==> src/rtl/dac_seq_pkg.sv <==
// Shared types and constants for the DAC X/Y point sequencer.
package dac_seq_pkg;

  typedef logic [11:0] dac_code_t;

  typedef enum logic [2:0] {
    IDLE,
    LOAD_X,
    WAIT_X,
    GAP,
    LOAD_Y,
    WAIT_Y,
    LDAC,
    SETTLE
  } seq_state_t;

  localparam logic AXIS_X = 1'b0;
  localparam logic AXIS_Y = 1'b1;

  function automatic int unsigned max3(input int unsigned a, input int unsigned b,
                                       input int unsigned c);
    int unsigned m;
    m = (a > b) ? a : b;
    return (m > c) ? m : c;
  endfunction

endpackage

==> src/rtl/dac_seq_timer.sv <==
// Loadable down-counter shared by the GAP, LDAC and SETTLE states; holds at zero.
module dac_seq_timer #(
  parameter int unsigned WIDTH = 4
) (
  input  logic             clk,
  input  logic             reset,
  input  logic             load,
  input  logic [WIDTH-1:0] load_value,
  output logic             done
);

  logic [WIDTH-1:0] count;

  always_ff @(posedge clk) begin
    if (reset) begin
      count <= '0;
    end else if (load) begin
      count <= load_value;
    end else if (count != '0) begin
      count <= count - WIDTH'(1);
    end
  end

  // A state loaded with N exits on the cycle the count reaches 1, giving N cycles.
  assign done = (count <= WIDTH'(1));

endmodule

==> src/rtl/dac_xy_sequencer.sv <==
// Point sequencer: strobes X (channel A) then Y (channel B) into the DAC driver,
// pulses LDAC, then settles. Optional macro DAC_SKIP_UNCHANGED_EN skips repeated codes.
module dac_xy_sequencer
  import dac_seq_pkg::*;
#(
  parameter int unsigned CS_GAP        = 2,
  parameter int unsigned LDAC_CYCLES   = 2,
  parameter int unsigned SETTLE_CYCLES = 16
) (
  input  logic        clk,
  input  logic        reset,
  input  logic [11:0] in_x,
  input  logic [11:0] in_y,
  input  logic        in_valid,
  output logic        in_ready,
  output logic [11:0] dac_value,
  output logic        dac_axis,
  output logic        dac_strobe,
  input  logic        dac_ready,
  output logic        ldac_n,
  output logic        busy
);

  localparam int unsigned MAX_COUNT = max3(CS_GAP, LDAC_CYCLES, SETTLE_CYCLES);
  localparam int unsigned CNT_W     = (MAX_COUNT < 2) ? 1 : $clog2(MAX_COUNT + 1);

  localparam logic [CNT_W-1:0] GAP_LOAD    = CNT_W'(CS_GAP);
  localparam logic [CNT_W-1:0] LDAC_LOAD   = CNT_W'(LDAC_CYCLES);
  localparam logic [CNT_W-1:0] SETTLE_LOAD = CNT_W'(SETTLE_CYCLES);

  seq_state_t       state, next_state;
  dac_code_t        x_q, y_q;
  dac_code_t        value_hold;
  logic             axis_hold;
  logic             accept;
  logic             skip_x, skip_y, skip_y_q;
  logic             timer_load, timer_done;
  logic [CNT_W-1:0] timer_value;

  assign in_ready = (state == IDLE) && dac_ready && !reset;
  assign accept   = in_valid && in_ready;
  assign busy     = (state != IDLE);
  assign ldac_n   = (state != LDAC);

  always_ff @(posedge clk) begin
    if (reset) begin
      state <= IDLE;
    end else begin
      state <= next_state;
    end
  end

  always_ff @(posedge clk) begin
    if (accept) begin
      x_q <= in_x;
      y_q <= in_y;
    end
  end

  always_comb begin
    next_state  = state;
    timer_load  = 1'b0;
    timer_value = '0;
    case (state)
      IDLE: begin
        if (accept) begin
          if (skip_x && skip_y) begin
            if (SETTLE_CYCLES != 0) begin
              next_state  = SETTLE;
              timer_load  = 1'b1;
              timer_value = SETTLE_LOAD;
            end
          end else if (skip_x) begin
            next_state = LOAD_Y;
          end else begin
            next_state = LOAD_X;
          end
        end
      end
      LOAD_X: next_state = WAIT_X;
      WAIT_X: begin
        if (dac_ready) begin
          if (skip_y_q) begin
            next_state  = LDAC;
            timer_load  = 1'b1;
            timer_value = LDAC_LOAD;
          end else if (CS_GAP == 0) begin
            next_state = LOAD_Y;
          end else begin
            next_state  = GAP;
            timer_load  = 1'b1;
            timer_value = GAP_LOAD;
          end
        end
      end
      GAP: begin
        if (timer_done) begin
          next_state = LOAD_Y;
        end
      end
      LOAD_Y: next_state = WAIT_Y;
      WAIT_Y: begin
        if (dac_ready) begin
          next_state  = LDAC;
          timer_load  = 1'b1;
          timer_value = LDAC_LOAD;
        end
      end
      LDAC: begin
        if (timer_done) begin
          if (SETTLE_CYCLES == 0) begin
            next_state = IDLE;
          end else begin
            next_state  = SETTLE;
            timer_load  = 1'b1;
            timer_value = SETTLE_LOAD;
          end
        end
      end
      SETTLE: begin
        if (timer_done) begin
          next_state = IDLE;
        end
      end
      default: next_state = IDLE;
    endcase
  end

  // Word outputs decode from registered state; the hold register keeps the last word visible.
  always_comb begin
    dac_value  = value_hold;
    dac_axis   = axis_hold;
    dac_strobe = 1'b0;
    case (state)
      LOAD_X: begin
        dac_value  = x_q;
        dac_axis   = AXIS_X;
        dac_strobe = 1'b1;
      end
      LOAD_Y: begin
        dac_value  = y_q;
        dac_axis   = AXIS_Y;
        dac_strobe = 1'b1;
      end
      default: ;
    endcase
  end

  always_ff @(posedge clk) begin
    if (reset) begin
      value_hold <= '0;
      axis_hold  <= AXIS_X;
    end else if (dac_strobe) begin
      value_hold <= dac_value;
      axis_hold  <= dac_axis;
    end
  end

`ifdef DAC_SKIP_UNCHANGED_EN
  dac_code_t last_x, last_y;
  logic      have_last;

  assign skip_x = have_last && (in_x == last_x);
  assign skip_y = have_last && (in_y == last_y);

  always_ff @(posedge clk) begin
    if (reset) begin
      last_x    <= '0;
      last_y    <= '0;
      have_last <= 1'b0;
      skip_y_q  <= 1'b0;
    end else begin
      if (accept) begin
        skip_y_q <= skip_y;
      end
      if (dac_strobe) begin
        have_last <= 1'b1;
        if (dac_axis == AXIS_X) begin
          last_x <= dac_value;
        end else begin
          last_y <= dac_value;
        end
      end
    end
  end
`else
  assign skip_x   = 1'b0;
  assign skip_y   = 1'b0;
  assign skip_y_q = 1'b0;
`endif

  dac_seq_timer #(
    .WIDTH(CNT_W)
  ) u_timer (
    .clk       (clk),
    .reset     (reset),
    .load      (timer_load),
    .load_value(timer_value),
    .done      (timer_done)
  );

endmodule

==> config.mk <==
export PLATFORM = sky130hd
export DESIGN_NAME = dac_xy_sequencer
export DESIGN_NICKNAME = d
export VERILOG_FILES = /design/src/rtl/dac_seq_pkg.sv /design/src/rtl/dac_seq_timer.sv /design/src/rtl/dac_xy_sequencer.sv
export SDC_FILE = /design/constraint.sdc
export NUM_CORES = 1
export LEC_CHECK = 0
export ABC_AREA = 1
export CAP_MARGIN = 20
export CORE_MARGIN = 2
export CORE_UTILIZATION = 35
export DETAILED_ROUTE_END_ITERATION = 8
export PLACE_DENSITY = 0.65
export SLEW_MARGIN = 30
export SYNTH_ARGS = -nofsm -noshare
export SYNTH_HDL_FRONTEND = slang
export SYNTH_SLANG_ARGS = --single-unit
==> constraint.sdc <==
create_clock -name clk -period 5.74 [get_ports clk]
set_input_delay 1.722 -clock clk [delete_from_list [all_inputs] [get_ports clk]]
set_output_delay 1.722 -clock clk [all_outputs]
set_load 0.05 [all_outputs]
==> After elaboration in Yosys (flattened, before gate mapping) <==
Index checks and enable logic that the tools add are counted.
{ "classes": {"eq_ne": 14, "order_cmp": 1, "n_addsub": 1, "reduce_logical": 11, "n_mux": 18} }
{ "op_table": {"columns": ["operator", "n"], "rows": [
  ["$pmux 12 s2", 1],
  ["$pmux 3 s8", 1],
  ["$mux 3", 6],
  ["$mux 5", 3],
  ["$eq 3x3->1 const B", 4],
  ["$ne 2x2->1 const B", 6],
  ["$pmux 5 s2", 1],
  ["$eq 3x2->1 const B", 2],
  ["$reduce_and 6->1", 1],
  ["$le 5x1->1 const B", 1],
  ["$reduce_bool 5->1", 1],
  ["$sub 5x1->5 const B", 1],
  ["$pmux 1 s2", 2],
  ["$reduce_or 2->1", 2],
  ["$eq 3x1->1 const B", 1],
  ["$logic_and 1x1->1", 3],
  ["$logic_not 3->1", 1],
  ["$mux 1", 3],
  ["$ne 3x3->1 const B", 1],
  ["$reduce_bool 3->1", 1],
  ["$mux 2", 1],
  ["$reduce_bool 2->1", 1],
  ["$logic_not 1->1", 1]
]} }
{ "word_totals": {"in_bits": 28, "output_inout_bits": 17, "reg_bits": 45} }

==> Longest topological paths before layout <==
Gate-level depths: netlist (run 1).
{ "depth": {"word_depth": 6, "mapped_depth": 9, "ltp_nobuf": 9} }

==> Modules after synthesis <==
A second synthesis (run 1) with hierarchy kept.
{ "hier_totals": {"hier_cells": 211, "area_unflattened_um2": 1960.6} }
{ "by_module_without_submodules": {"columns": ["mod", "cells_each", "seq_area_each_um2", "area_each_um2", "n_inst"], "rows": [
  ["dac_xy_sequencer", 161, 1041.0, 1616.6, 1],
  ["dac_seq_timer", 50, 100.1, 344.1, 1]
]} }

==> Least setup slack after synthesis (run 1) <==
OpenSTA, ideal clock, no wires.
{ "synth_timing": {"path_type": "input port to output port", "startpoint": "in reset", "endpoint": "out in_ready", "arrival_ps": 2703, "stages": 4, "setup_slack_ps": 1315, "t_required_ps": 4018, "path_cell_list": "buf_2 -> inv_2 -> nand2_1 -> nor2_1"} }
{ "synth_via": {"elab_chain_cells": 2} }
{ "synth_rtl": {"columns": ["item", "line_no", "text"], "rows": [
  ["start: declaration", "dac_xy_sequencer.sv:11", "input logic reset,"],
  ["$logic_not 1->1", "dac_xy_sequencer.sv:40", "assign in_ready = (state == IDLE) && dac_ready && !reset;"],
  ["$logic_and 1x1->1", "dac_xy_sequencer.sv:40", null],
  ["end: declaration", "dac_xy_sequencer.sv:15", "output logic in_ready,"]
]} }
No other way between the ends.

==> Worst setup path in the final report (run 1) <==
Same ends and word-level chain as after synthesis.

==> summary.md, run 1 <==
| Metric | Value |
|---|---|
| Status | `finished, final reports clean` |
| Initial antenna violation count | `0` |
| Register area | `~1100 um2` |
| Synthesized cell area | `just under 2000 um2` |
| Largest net degree at the start of global routing | `25` |
| Vias in the first global route | `roughly 1,300` |
| Shortest period the worst path allows | `4.596 ns` |
| Drt pass-1 iters | `4` |
| Initial core utilization | `0.3579` |
| Routed Wire Length | `between 3 and 4 mm` |
| Relative slew margins | `0.5808` |
| Total power | `1.252 mW` |
| WL/cell | `10.69 um` |
| Vias per cell | `between 4 and 5` |
| CTS Root Cell | `clkbuf_8` |
| Max-slew violations | `0` |
| Crit. End Element | `output port` |
| Worst-path clk slew | `~0.08 ns` |
| Post-Place Cell Area | `2436 um2` |
| Yosys warns | `0` |
| Post-route ant nets | `0` |
| Post-synth top cells | `nand2_1, edfxtp_1, dfxtp_1` |
| RSZ-0062 raised after global routing | `false` |
| Mapped Avg Cell Area | `9.869 um2` |
| Worst EP arrival | `between 2 and 3 ns` |
| Post-route cell area | `roughly 2500 um2` |
| Startpoint Class | `primary input` |
| Leak Pwr | `0.9888 nW` |
| Most common cell in the netlist | `nand2_1` |
| Post-synthesis sequential area ratio | `0.5899` |
| R2R cell count | `6` |
| 1st-iter DRT viols | `56` |
| CP Data Required Time | `roughly 4 ns` |
| Worst Max-Slew Pin Slew | `0.6281 ns` |
| First-pass GRT wire length | `between 5 and 6 mm` |
| Final Hold Viols | `0` |
| Synth async-reset ratio | `0` |
| Layout cell share with drive strength beyond 1 | `0.1516` |
| PortBufs | `44` |
| VDD IR max | `0.2026 mV` |
| H-tree levels | `2` |
| Max Cap Viol | `0` |
| Syn Inst Count | `196` |
| Setup Buffers After CTS | `0` |
| HP Class | `flip-flop to flip-flop` |
| Gpl congestion | `around 0.7` |
| DIE HEIGHT | `~78 um` |
| Clock Skew | `about 0.0033 ns` |
| Die width | `a little under 80 um` |
| Final net count | `~280` |
| Tot GR Track Use | `0.1190` |
| Inserted Clock Buffers | `5` |
| Hold Path Cell Cnt | `2` |
| CTS tree | `yes` |
| Setup TNS | `0 ns` |
| Clock Path Buffers | `2` |
| Hold buffers post-CTS | `0` |
| Area Overhead vs Synth | `30.08%` |
| Post-cts sizing count | `0` |
| Cell Rows | `27` |
| Dominant cells by area after synthesis | `edfxtp_1, dfxtp_1, nand2_1` |
| Final Cycle Share | `0.8007` |
| Yosys cell types | `29` |
| Clock sink count | `45` |
| DP HPWL | `2.486 mm` |
| Yosys top cell area share | `0.3726` |
| Post-synth EDFFs | `24` |
| Top Ports | `45` |
| Antenna Cells | `0` |
| # fillers | `~540` |
| DIE AREA | `6137 um2` |
| Pwr Density | `roughly 500 nW/um2` |
| Setup Viol. Count Final | `0` |
| Main synth FF type | `edfxtp_1` |
| Area taken by multi-input logic gates | `691.9 um2` |
| Detailed-route via count | `between 1,000 and 1,500` |
| Skew-Pair Late Insertion Delay | `around 0.28 ns` |
| FMAX | `between 200 and 250 MHz` |
| Syn Nets | `roughly 230` |
| Core Footprint | `roughly 5400 um2` |
| Crit-path max FO | `17` |
| Flops & latches, synth | `between 40 and 50` |
| CP Class | `primary input to output port` |
| Remaining DRCs | `0` |
| Util after Layout | `0.4655` |
| Grt ovf | `0` |
| Post-synthesis cell type with the largest combined area | `edfxtp_1` |
==> layout by cell type, fill, tap and decap left out, drive strengths merged <==
cell type	instances
a31oi	12
o21bai	1
nand4	2
xor2	2
clkinv	1
inv	16
xnor2	1
nand3	18
edfxtp	24
nor2	17
ha	3
clkinvlp	1
a21oi	6
dfxtp	21
nand2	60
o21ai	4
clkbuf	5
clkdlybuf4s50	43
nor3	4
buf	3
==> power by group <==
part	total [mW]	internal (mW)	leakage [nW]	switching, mW
Sequential	0.439	0.401	0.391	0.0373
Clock	0.177	0.0817	0.0377	0.0951
Combinational	0.636	0.218	0.561	0.418
Total	1.25	0.701	0.989	0.551
==> sequential cells by signal (all words and copies together) (netlist names) <==
signal         flops
axis_hold          1
x_q               12
u_timer.count      5
y_q               12
state              3
value_hold        12
==> metal layers <==
metal | up-vias | wire length [um] | track usage
met3 | 2 | 135 | 0.03908
met4 | 0 | 41 | 0.05789
met2 | 35 | 1801 | 0.2060
met5 | - | 0 | 0
li1 | 755 | - | -
met1 | 644 | 1401 | 0.1312
==> path summary, 6_finish.rpt <==
| check | start | end | slack (ns) |
|---|---|---|---|
| worst min register to register | value_hold[9] | value_hold[9] | 0.49 |
| worst max register to register | state[0] | x_q[0] | 4.15 |
| worst min-delay path | value_hold[9] | value_hold[9] | 0.49 |
| worst max-delay path | reset | in_ready | 1.14 |
==> logic make-up after synthesis <==
logic type / Yosys count / share of synthesized area
adder cells (fa/ha/maj): 3 / 0.01941
AND/OR/NAND/NOR: 101 / 0.2497
XOR/XNOR: 3 / 0.01359
AO/OA/AOI/OAI: 23 / 0.07244
buffers and inverters: 21 / 0.05497
flip-flops: 45 / 0.5899
==> final cells by class <==
cell class | instances | area share
Clock inverter | 2 | 0.004475
Inverter | 16 | 0.02387
Tap cell | 72 | 0.03580
Sequential cell | 45 | 0.4535
Multi-Input combinational cell | 130 | 0.2750
Clock buffer | 5 | 0.02735
Timing Repair Buffer | 46 | 0.1800
==> metrics by stage <==
stage / hold slack, ns / cells / setup slack (ns)
6_report: 0.4881 / 316 / 1.144
5_1_grt: 0.5116 / 316 / 1.072
4_1_cts: 0.4933 / 316 / 1.117
3_5_place_dp: 0.4812 / 309 / 1.117
3_3_place_gp: 0.4709 / 309 / 1.123
2_1_floorplan: 0.4568 / 196 / 1.315
==> worst max-delay path, stage by stage <==
cell and delay [ns]:
clkdlybuf4s50_1 0.45, buf_4 0.21, inv_2 0.09, nand2_1 0.14
nor2_1 0.07, buf_4 0.19
Power figures use the tool's default switching activity.
==> run 2: changes to the inputs <==
==> constraint.sdc (replaced) <==
create_clock -name clk -period 4.4 [get_ports clk]
set_input_delay 1.32 -clock clk [delete_from_list [all_inputs] [get_ports clk]]
set_output_delay 1.32 -clock clk [all_outputs]
set_load 0.05 [all_outputs]
==> run 2 against run 1 <==
  * Via count shrank 0.70%
  * Worst setup slack lost 0.46 ns
  * Cell area grew 1.7%
  * Sequential power grew 31%
  * Sequential share of layout area shrank 0.78 points
  * Global-route usage grew 0.58 points
  * Register-to-register slack lost 1.4 ns
  * Non-clock buffer count is the same
  * Combinational power grew 32%
  * First-iteration DRC count grew 18%
  * Worst hold slack lost 0.0029 ns
  * Power grew 37%
  * Critical endpoint is now dac_value[5]
  * Highest routed layer unchanged
==> summary.md, run 2 (same netlist as run 1, synthesis figures left out) <==
| Metric | Value |
|---|---|
| Status | `finished, final reports clean (unchanged)` |
| Leak Pwr | `1.010 nW (was 0.9888 nW)` |
| CP Class | `flip-flop to output port (was primary input to output port)` |
| Layout cell share with drive strength beyond 1 | `0.1551 (was 0.1516)` |
| Area Overhead vs Synth | `32.34% (was 30.08%)` |
| Post-cts sizing count | `0 (unchanged)` |
| Core Footprint | `5405 um2 (unchanged)` |
| Clock sink count | `45 (unchanged)` |
| R2R cell count | `6 (unchanged)` |
| Startpoint Class | `flip-flop (was primary input)` |
| CP Data Required Time | `3.08 ns (was 4.02 ns)` |
| FF-to-FF setup slack | `2.80 ns (was 4.15 ns)` |
| Most common cell after layout, fill and taps aside | `nand2_1 (unchanged)` |
| R2r startpoint | `state[0] (unchanged)` |
| Max Cap Viol | `0 (unchanged)` |
| Switching Share | `0.4260 (was 0.4398)` |
| Biggest registers after layout | `value_hold (12), x_q (12), y_q (12) (unchanged)` |
| Max-slew violations | `0 (unchanged)` |
| Setup Buffers After CTS | `0 (unchanged)` |
| DP HPWL | `2.511 mm (was 2.486 mm)` |
| Relative slew margins | `0.5958 (was 0.5808)` |
| Non-filler cells, final | `317 (was 316)` |
| Worst EP arrival | `2.40 ns (was 2.87 ns)` |
| Setup Viol. Count Final | `0 (unchanged)` |
| 1st-iter DRT viols | `66 (was 56)` |
| Crit-path max FO | `13 (was 17)` |
| Detailed-route via count | `1,426 (was 1,436)` |
| Setup TNS | `0 ns (unchanged)` |
| Worst Hold End | `value_hold[8] (was value_hold[9])` |
| Final Cycle Share | `0.8450` |
| Cell Rows | `27 (unchanged)` |
| Grt ovf | `0 (unchanged)` |
| VDD IR max | `0.3258 mV (was 0.2026 mV)` |
| WL/cell | `10.90 um (was 10.69 um)` |
| Comb pwr share | `0.489 (was 0.508)` |
| RSZ-0062 raised after global routing | `false (unchanged)` |
| DIE HEIGHT | `78.34 um (unchanged)` |
| Worst-path clk slew | `0.08 ns (about the same)` |
| Inserted Clock Buffers | `5 (unchanged)` |
| Vias per cell | `4.498 (was 4.544)` |
| Final Hold Viols | `0 (unchanged)` |
| Clock Skew | `0.004303 ns (was 0.003282 ns)` |
| Routed Wire Length | `3.456 mm (was 3.379 mm)` |
| Pwr Density | `668.7 nW/um2 (was 497.5 nW/um2)` |
| Antenna Cells | `0 (unchanged)` |
| PortBufs | `44 (unchanged)` |
| Skew-Pair Late Insertion Delay | `0.29 ns (was 0.28 ns)` |
| Flop pwr share | `0.335 (was 0.350)` |
| Crit. End Element | `output port (unchanged)` |
| HP Class | `flip-flop to flip-flop (unchanged)` |
| Cell internal pwr | `982.6 uW (was 701.2 uW)` |
| Hold Path Cell Cnt | `2 (unchanged)` |
| Initial antenna violation count | `0 (unchanged)` |
| FMAX | `269.0 MHz` |
| Top Ports | `45 (unchanged)` |
| Drt pass-1 iters | `4 (unchanged)` |
| Post-route ant nets | `0 (unchanged)` |
| CP Cell Sequence | `inv_2 > nand2_2 > nor2_2 > nor2_4 > nand2_1 > nand3_1 > clkdlybuf4s50_1 (was clkdlybuf4s50_1 > buf_4 > inv_2 > nand2_1 > nor2_1 > buf_4)` |
| First-pass GRT wire length | `5.989 mm (was 5.658 mm)` |
| Hold_sp | `value_hold[8] (was value_hold[9])` |
| R2R Path End | `y_q[5] (was x_q[0])` |
| Clock Power Share | `0.177 (was 0.141)` |
| Initial core utilization | `0.3579 (unchanged)` |
| Die width | `78.34 um (unchanged)` |
| CTS Root Cell | `clkbuf_8 (unchanged)` |
| H-tree levels | `2 (unchanged)` |
| Vias in the first global route | `1,376 (was 1,325)` |
| DIE AREA | `6137 um2 (unchanged)` |
| Gpl congestion | `0.7202 (was 0.7034)` |
| Shortest period the worst path allows | `approximately 3.7 ns` |
| Tot GR Track Use | `0.1248 (was 0.1190)` |
| Remaining DRCs | `0 (unchanged)` |
| Worst Max-Slew Pin Slew | `0.6056 ns (was 0.6281 ns)` |
| Switching Power | `729.3 uW (was 550.5 uW)` |
| Clock Path Buffers | `2 (unchanged)` |
| Hold buffers post-CTS | `0 (unchanged)` |
| Largest net degree at the start of global routing | `25 (unchanged)` |
| Most frequent cells in the layout | `nand2_1, clkdlybuf4s50_1, edfxtp_1 (unchanged)` |
| CTS tree | `yes (unchanged)` |
| DP Cell Count | `309 (unchanged)` |
| Slowest CP cell | `clkdlybuf4s50_1 (unchanged)` |
| Final net count | `275 (unchanged)` |
| Worst path max stage delay | `0.71 ns (was 0.45 ns)` |
run 2: cell count changes in the layout (fill, tap and decap cells not counted), sizes merged:
cell	delta
bufinv	+1
clkbuf	+1
clkinvlp	-1
run 2: power by group through the flow:
stage,clock network [mW],logic (mW),registers (mW)
6_report,0.302,0.837,0.573
5_1_grt,0.336,0.921,0.582
4_1_cts,0.311,0.849,0.573
3_5_place_dp,0,0.841,0.582
3_3_place_gp,0,0.836,0.580
2_1_floorplan,0,0.629,0.572
run 2: critical path, delay by kind of cell, from the launching register on:
kind,cells,cell delay [ns]
buffers and inverters,2,0.82
DFF,1,0.34
and+or+nand+nor,5,0.95
run 2: how the worst max path moves through the flow:
stage                        start           end  cells past startpoint
after floorplan              reset        x_q[0]                      4
after global placement       reset      in_ready                      5
after detailed placement     reset      in_ready                      5
after CTS                 state[1]  dac_value[5]                      7
after global routing      state[1]  dac_value[9]                      7
final                     state[1]  dac_value[5]                      7
run 2: cell type report:
cell class              count  area, um2
multi-input cells         130      691.9
well taps                  72      90.09
clock buffers               6      72.57
repair buffers             46      465.4
fillers                   536       2845
clock inverters             2      38.79
flip-flops and latches     45       1141
inverters                  16      60.06
run 2: per-layer routing:
| layer | share of wire | routed length (um) | global-route usage | vias up |
|---|---|---|---|---|
| li1 | - | - | - | 756 |
| met1 | 0.41 | 1401 | 0.1406 | 637 |
| met2 | 0.54 | 1849 | 0.2207 | 31 |
| met3 | 0.049 | 171 | 0.03908 | 2 |
| met4 | 0.0098 | 34 | 0.04737 | 0 |
| met5 | 0 | 0 | 0 | - |
run 2: metrics by stage:
| stage | hold WS, ns | util | instance area (um2) | setup slack, ns | power (mW) |
|---|---|---|---|---|---|
| detailed placement | 0.4786 | 0.4530 | 2449 | 0.6935 | 1.423 |
| global route | 0.5129 | 0.4736 | 2560 | 0.4827 | 1.840 |
| finish | 0.4852 | 0.4736 | 2560 | 0.6819 | 1.712 |
| global placement | 0.4703 | 0.4530 | 2449 | 0.6938 | 1.416 |
| CTS | 0.4910 | 0.4736 | 2560 | 0.6088 | 1.733 |
| floorplan | 0.4568 | - | 1934 | 0.6125 | 1.201 |
